===== src/rtl/fifo_rd_ctrl.sv =====
// rtl/fifo_rd_ctrl.sv - read-side burst master for the sync FIFO
// Pulls burst_len words into a 2-entry buffer and streams them out on m_data/m_valid/m_ready.
module fifo_rd_ctrl #(
  parameter int WIDTH = 16,
  parameter int LEN_W = 8
) (
  input  logic             clk,
  input  logic             rst_n,
  input  logic             start,
  input  logic             abort,
  input  logic [LEN_W-1:0] burst_len,
  input  logic             fifo_empty,
  input  logic             fifo_underflow,
  input  logic [WIDTH-1:0] fifo_data_out,
  output logic             fifo_rd_en,
  output logic [WIDTH-1:0] m_data,
  output logic             m_valid,
  input  logic             m_ready,
  output logic             busy,
  output logic             done,
  output logic [LEN_W-1:0] rd_count,
  output logic             err_underflow
);

  typedef enum logic [1:0] {S_IDLE, S_READ, S_DRAIN, S_DONE} state_t;

  state_t           state, state_nx;
  logic [LEN_W-1:0] remaining;
  logic             inflight;
  logic [1:0]       occ, occ_nx;
  logic [WIDTH-1:0] buf0, buf1;
  logic             push, pop;
  logic [2:0]       committed;

  // buf0 is always the head entry, so the stream data is a plain register
  assign m_data = buf0;
  assign pop    = m_valid && m_ready;
  assign push   = inflight && !fifo_underflow;
  assign busy   = (state == S_READ) || (state == S_DRAIN);
  assign done   = (state == S_DONE);

  // Slots already spoken for; a word leaving this cycle frees its slot for a new read
  assign committed = {1'b0, occ} + {2'b00, inflight} - {2'b00, pop};

  always_comb begin
    state_nx   = state;
    fifo_rd_en = 1'b0;
    case (state)
      S_IDLE: begin
        if (start) state_nx = (burst_len != '0) ? S_READ : S_DONE;
      end
      S_READ: begin
        fifo_rd_en = !abort && !fifo_empty && (remaining != '0) && (committed < 3'd2);
        if (abort || (fifo_rd_en && remaining == LEN_W'(1))) state_nx = S_DRAIN;
      end
      S_DRAIN: begin
        if (occ == 2'd0 && !inflight) state_nx = S_DONE;
      end
      S_DONE:  state_nx = S_IDLE;
      default: state_nx = S_IDLE;
    endcase
  end

  always_comb begin
    occ_nx = occ;
    if (push && !pop)      occ_nx = occ + 2'd1;
    else if (!push && pop) occ_nx = occ - 2'd1;
  end

  always_ff @(posedge clk) begin
    if (!rst_n) begin
      state         <= S_IDLE;
      remaining     <= '0;
      inflight      <= 1'b0;
      occ           <= 2'd0;
      m_valid       <= 1'b0;
      buf0          <= '0;
      buf1          <= '0;
      rd_count      <= '0;
      err_underflow <= 1'b0;
    end else begin
      state    <= state_nx;
      inflight <= fifo_rd_en;
      occ      <= occ_nx;
      m_valid  <= (occ_nx != 2'd0);

      if (state == S_IDLE && start) begin
        remaining     <= burst_len;
        rd_count      <= '0;
        err_underflow <= 1'b0;
      end else if (fifo_rd_en) begin
        remaining <= remaining - LEN_W'(1);
      end

      if (pop) rd_count <= rd_count + LEN_W'(1);
      // A word returned with the underflow flag is garbage: drop it and remember
      if (inflight && fifo_underflow) err_underflow <= 1'b1;

      case ({push, pop})
        2'b10: begin
          if (occ == 2'd0) buf0 <= fifo_data_out;
          else             buf1 <= fifo_data_out;
        end
        2'b01: buf0 <= buf1;
        2'b11: begin
          if (occ == 2'd1) begin
            buf0 <= fifo_data_out;
          end else begin
            buf0 <= buf1;
            buf1 <= fifo_data_out;
          end
        end
        default: ;
      endcase
    end
  end

endmodule

===== config.mk =====
export PLATFORM = sky130hd
export DESIGN_NAME = fifo_rd_ctrl
export DESIGN_NICKNAME = d
export VERILOG_FILES = /design/src/rtl/fifo_rd_ctrl.sv
export SDC_FILE = /design/constraint.sdc
export NUM_CORES = 1
export LEC_CHECK = 0
export CAP_MARGIN = 25
export CORE_MARGIN = 3
export CORE_UTILIZATION = 30
export CTS_CLUSTER_SIZE = 8
export DETAILED_ROUTE_END_ITERATION = 7
export DONT_BUFFER_PORTS = 1
export GPL_TIMING_DRIVEN = 0
export PLACE_DENSITY = 0.54
export SLEW_MARGIN = 20
export SYNTH_ARGS = -nofsm -noshare
export SYNTH_HDL_FRONTEND = slang
export SYNTH_SLANG_ARGS = --single-unit

===== constraint.sdc =====
create_clock -name clk -period 3.6 [get_ports clk]
set_clock_uncertainty 0.2 [all_clocks]
set_input_delay 0.36 -clock clk [delete_from_list [all_inputs] [get_ports clk]]
set_output_delay 0.36 -clock clk [all_outputs]
set_load 0.02 [all_outputs]

[Word level (Yosys, flattened, before mapping)]
Cells that the tools add are included.
Storage, ports and cells
  bits in read-only memories: 0
  bits in latches: 0
  logic and storage cells: 82
  memory bits (writable): 0
  register bits after elaboration: 55
  input port bits: 31
  memories kept: 0
  output and inout port bits: 29
Cells by class
  shift operators: 0
  multiply operators: 0
  equality and inequality tests: 14
  reductions and logical operators: 32
  div/mod/pow operators: 0
  bitwise logic cells: 0
  multiplexer cells: 20
  magnitude comparators: 1
  add/sub/neg operators: 6
Operators with widths (number)
  $mux 16: 4
  $pmux 16 s3: 1
  $mux 8: 4
  $pmux 16 s2: 1
  $reduce_bool 8->1: 2
  $mux 2: 6
  $logic_and 1x1->1: 11
  $reduce_bool 2->1: 5
  $add 8x1->8 const B: 1
  $eq 2x2->1 const B: 4
  $eq 8x1->1 const B: 1
  $ne 2x2->1 const B: 4
  $pmux 2 s4: 1
  $sub 8x1->8 const B: 1
  $eq 2x1->1 const B: 3
  $logic_not 1->1: 6
  $reduce_and 3->1: 2
  $logic_not 2->1: 2
  $ne 2x1->1 const B: 2
  $add 2x1->3: 1
  $lt 3x2->1 const B: 1
  $mux 1: 3
  $reduce_bool 3->1: 1
  $sub 3x1->3: 1
  other kinds (4): 5

[Depth between registers and ports, before layout]
  depth in word-level cells: 8
  gate-level depth with buffers: 10
  gate-level depth less buffers: 8

[Least setup slack after synthesis]
Ideal clock, no wire load.
  kind: register to output
  from: reg m_valid
  to: out fifo_rd_en
  data required time: 3.040 ns
  stages on the path, launching flop included: 10
  arrival: 2.679 ns
  buffers on the path: 2
  path slack: 0.361 ns
  cell sequence: dfxtp_1 > and2_1 > clkbuf_1 > xnor2_1 > nand2_1 > fa_1 > xor2_1 > or4b_4 > buf_6 > nor2_1
Between the ends
  cells in the longest elaborated chain, start to end: 5
Ends and longest elaborated chain
  start, declared: RTL line 17  | output logic m_valid,
  start signal, assigned: RTL line 85  | m_valid <= (occ_nx != 2'd0);
  $logic_and 1x1->1: RTL line 37  | assign pop = m_valid && m_ready;
  $sub 3x1->3: RTL line 43  | assign committed = {1'b0, occ} + {2'b00, inflight} - {2'b00, pop};
  $lt 3x2->1: RTL line 53  | fifo_rd_en = !abort && !fifo_empty && (remaining != '0) && (committed < 3'd2);
  $logic_and 1x1->1: RTL line 53
  $mux 1: RTL line 48  | case (state)
  end, declared: RTL line 15  | output logic fifo_rd_en,
Every way passes these cells.

[Worst setup path after layout]
Same ends and word-level chain as after synthesis.

==> impl_metrics.env <==
export IMPL_status="completed"
export IMPL_cts_root_buf="clkbuf_8"
export IMPL_drcViolationCount=0
export IMPL_cts_inserted_buffers=5
export IMPL_pin_count=60
export IMPL_met1_usage=0.1714
export IMPL_drt_initial_drc_count=113
export IMPL_met3_usage=0.04683
export IMPL_cts_clk_slew_worst_paths_ns=0.11
export IMPL_hold_class="in2reg"
export IMPL_cts_buffer_depth=2
export IMPL_min_period_ns=3.455
export IMPL_use_met2=0.2344
export IMPL_grt_max_degree=21
export IMPL_synth_top_flop_cell="dfxtp_1"
export IMPL_h_tree_depth=2
export IMPL_post_cts_buffers=0
export IMPL_initial_utilization=0.3110
export IMPL_syn_nets=351
export IMPL_rsz0062_at_grt="false"
export IMPL_die_x_um=101.6
export IMPL_synth_area_um2=2739
export IMPL_layout_nets=373
export IMPL_fin_area_um2=3144
export IMPL_track_usage=0.1387
export IMPL_setup_tns_ns=0
export IMPL_post_place_ws_ns=0.04403
export IMPL_power_per_cell_area_nw_per_um2=594.4
export IMPL_setup_viol=0
export IMPL_ant_nets=0
export IMPL_gp_congestion=0.8460
export IMPL_drive_gt1_frac=0.06949
export IMPL_drtPass1Iterations=4
export IMPL_grt_pass1_wl_um=11450
export IMPL_clock_fmax_mhz=289.4
export IMPL_setup_slack_ns=0.1451
export IMPL_r2r_slack_ns=0.45
export IMPL_post_dp_cell_area_um2=2874
export IMPL_yosys_warnings=0
export IMPL_grt_busiest_layer="met2"
export IMPL_fp_dieH_um=101.6
export IMPL_leakage_nw=1.194
export IMPL_peakVddDrop_uv=273.0
export IMPL_grt_overflow_total=0
export IMPL_drt_total_wl_um=7074
export IMPL_cts_tree="yes"
export IMPL_core_um2=8806
export IMPL_wire_per_inst_um=16.11
export IMPL_critPathMaxFanout=10
export IMPL_io_buffers=0
export IMPL_final_util=0.3571
export IMPL_postSynthCellCount=308
export IMPL_synth_edf_count=0
export IMPL_avgSynthCellArea_um2=8.892
export IMPL_clk_latency_ns=0.31
export IMPL_worst_pin_slew_ns=0.8086
export IMPL_start_kind="flop"
export IMPL_post_dp_hpwl_um=5104
export IMPL_worstPathArrival_ns=2.89
export IMPL_slew_limit_headroom=0.4533
export IMPL_synth_seq_area_share=0.4020
export IMPL_post_route_period_util=0.9597
export IMPL_required_ns=3.04
export IMPL_synth_seq_cells=55
export IMPL_grt_pass1_vias=2250
export IMPL_cts_sinks=55
export IMPL_diodes=0
export IMPL_synthArstFlopShare=0
export IMPL_endpoint_kind="primary output"
export IMPL_final_hold_viol_count=0
export IMPL_cap_violations=0
export IMPL_post_drt_via_cell_ratio=5.260
export IMPL_dr_total_vias=2309
export IMPL_synth_cell_type_count=43
export IMPL_rows=34
export IMPL_critical_path_class="reg2out"
export IMPL_antenna_found_initial=0
export IMPL_finalMaxSlewViolations=0
export IMPL_area_growth_pct=14.80
export IMPL_die_area_um2=10310
worst paths after layout:
| path | startpoint | endpoint | cells after the start |
|---|---|---|---|
| max reg2reg | m_valid | remaining[6] | 9 |
| max | m_valid | fifo_rd_en | 8 |
| min reg2reg | remaining[7] | remaining[7] | 2 |
| min | rst_n | occ[1] | 2 |
critical path, stage by stage (launching register included):
cell,delay [ns]
dfxtp_2,0.45
and2_2,0.29
xnor2_1,0.18
nand2_1,0.10
fa_1,0.38
xor2_1,0.18
or4b_4,0.57
buf_6,0.17
nor2_2,0.27
cell families (layout without fill, tap and decap cells):
family          after synthesis  count (layout)  share of synthesized area
compound gates               62              62                     0.1508
xor+xnor                      3               3                   0.009595
fa+ha+maj                    12              12                    0.05756
buf+inv                      29              52                    0.04614
flops                        55              55                     0.4020
mux                          37              37                     0.1366
simple gates                110             110                     0.1973
cells in the final DEF (no fill, tap or decap), types with 2 or more instances in the layout:
cell type      instances
nor4_1                 3
nor3_1                 9
or3_1                  4
nor2_1                48
nand3_1               10
or4_1                  6
ha_1                  11
xnor2_1                2
a221oi_1               2
mux2i_1               34
o21ai_0               16
nand2b_1               4
nand2_1               10
inv_6                  2
mux2_2                 3
dlygate4sd3_1         17
a22oi_1                2
a21o_1                 2
clkbuf_1               8
buf_2                  2
a21oi_1                8
inv_1                 11
o31ai_1                2
dfxtp_1               54
nor2b_1                3
and3_1                 4
buf_1                  3
nor4b_1                2
or2_2                  2
a32oi_1                2
buf_4                  2
clkbuf_8               5
a211oi_1              18
a31oi_1                4
report_power, final:
group          internal [mW]  total (mW)  leakage [nW]  switching, mW
clock network          0.149       0.384        0.0519          0.235
logic                  0.256       0.643         0.694          0.387
registers              0.700       0.843         0.448          0.143
cell usage after synthesis (2+ instances only):
library cell	count	share of area
dfxtp_1	55	0.40
nor2_1	49	0.067
mux2i_1	34	0.12
a211oi_1	18	0.049
o21ai_0	16	0.029
ha_1	11	0.050
inv_1	11	0.015
clkbuf_1	10	0.014
nand2_1	10	0.014
nand3_1	10	0.018
nor3_1	9	0.016
a21oi_1	8	0.015
or4_1	6	0.016
a31oi_1	4	0.0091
and3_1	4	0.0091
nand2b_1	4	0.0091
or3_1	4	0.0091
buf_1	3	0.0041
mux2_2	3	0.012
nor2b_1	3	0.0069
nor4_1	3	0.0069
a21o_1	2	0.0055
a221oi_1	2	0.0064
a22oi_1	2	0.0055
a32oi_1	2	0.0064
and2_1	2	0.0046
buf_2	2	0.0037
buf_4	2	0.0055
nor4b_1	2	0.0064
o31ai_1	2	0.0055
or2_2	2	0.0046
xnor2_1	2	0.0064
state kept, by name, indices dropped and copies added, names as in the netlist:
register / count
remaining: 8
state: 2
m_data: 16
m_valid: 1
err_underflow: 1
buf1: 16
inflight: 1
occ: 2
rd_count: 8
layer usage:
metal	share of wire	vias up	wire, um
met2	0.48	57	3370
met1	0.45	1089	3155
met3	0.070	5	494
met4	0.0075	0	53
li1	-	1158	-
met5	0	-	0
area by class of cell:
cell class	count	area [um2]
multi-input combinational	224	1515
tap	108	135.1
buffer	16	77.57
sequential	55	1102
timing repair buffer	17	170.2
clock inverter	3	33.78
clock buffer	5	68.82
inverter	11	41.29
fill	909	5662
repair_timing:
action | CTS | global route
hold endpoints to repair | 17 | 0
setup endpoints to repair | 1 | 1
gates resized for setup | 2 | 1
hold buffers | 17 | 0
through the flow:
| stage | power (mW) | instances | hold slack, ns |
|---|---|---|---|
| final | 1.869 | 439 | 0.008983 |
| after floorplan | 1.324 | 308 | 0.2502 |
| after CTS | 1.884 | 440 | 0.001002 |
| after global placement | 1.467 | 416 | 0.2682 |
| after global routing | 2.002 | 439 | 0.01121 |
| after detailed placement | 1.480 | 416 | 0.2770 |
No activity file was read; power rests on OpenSTA's default activity.
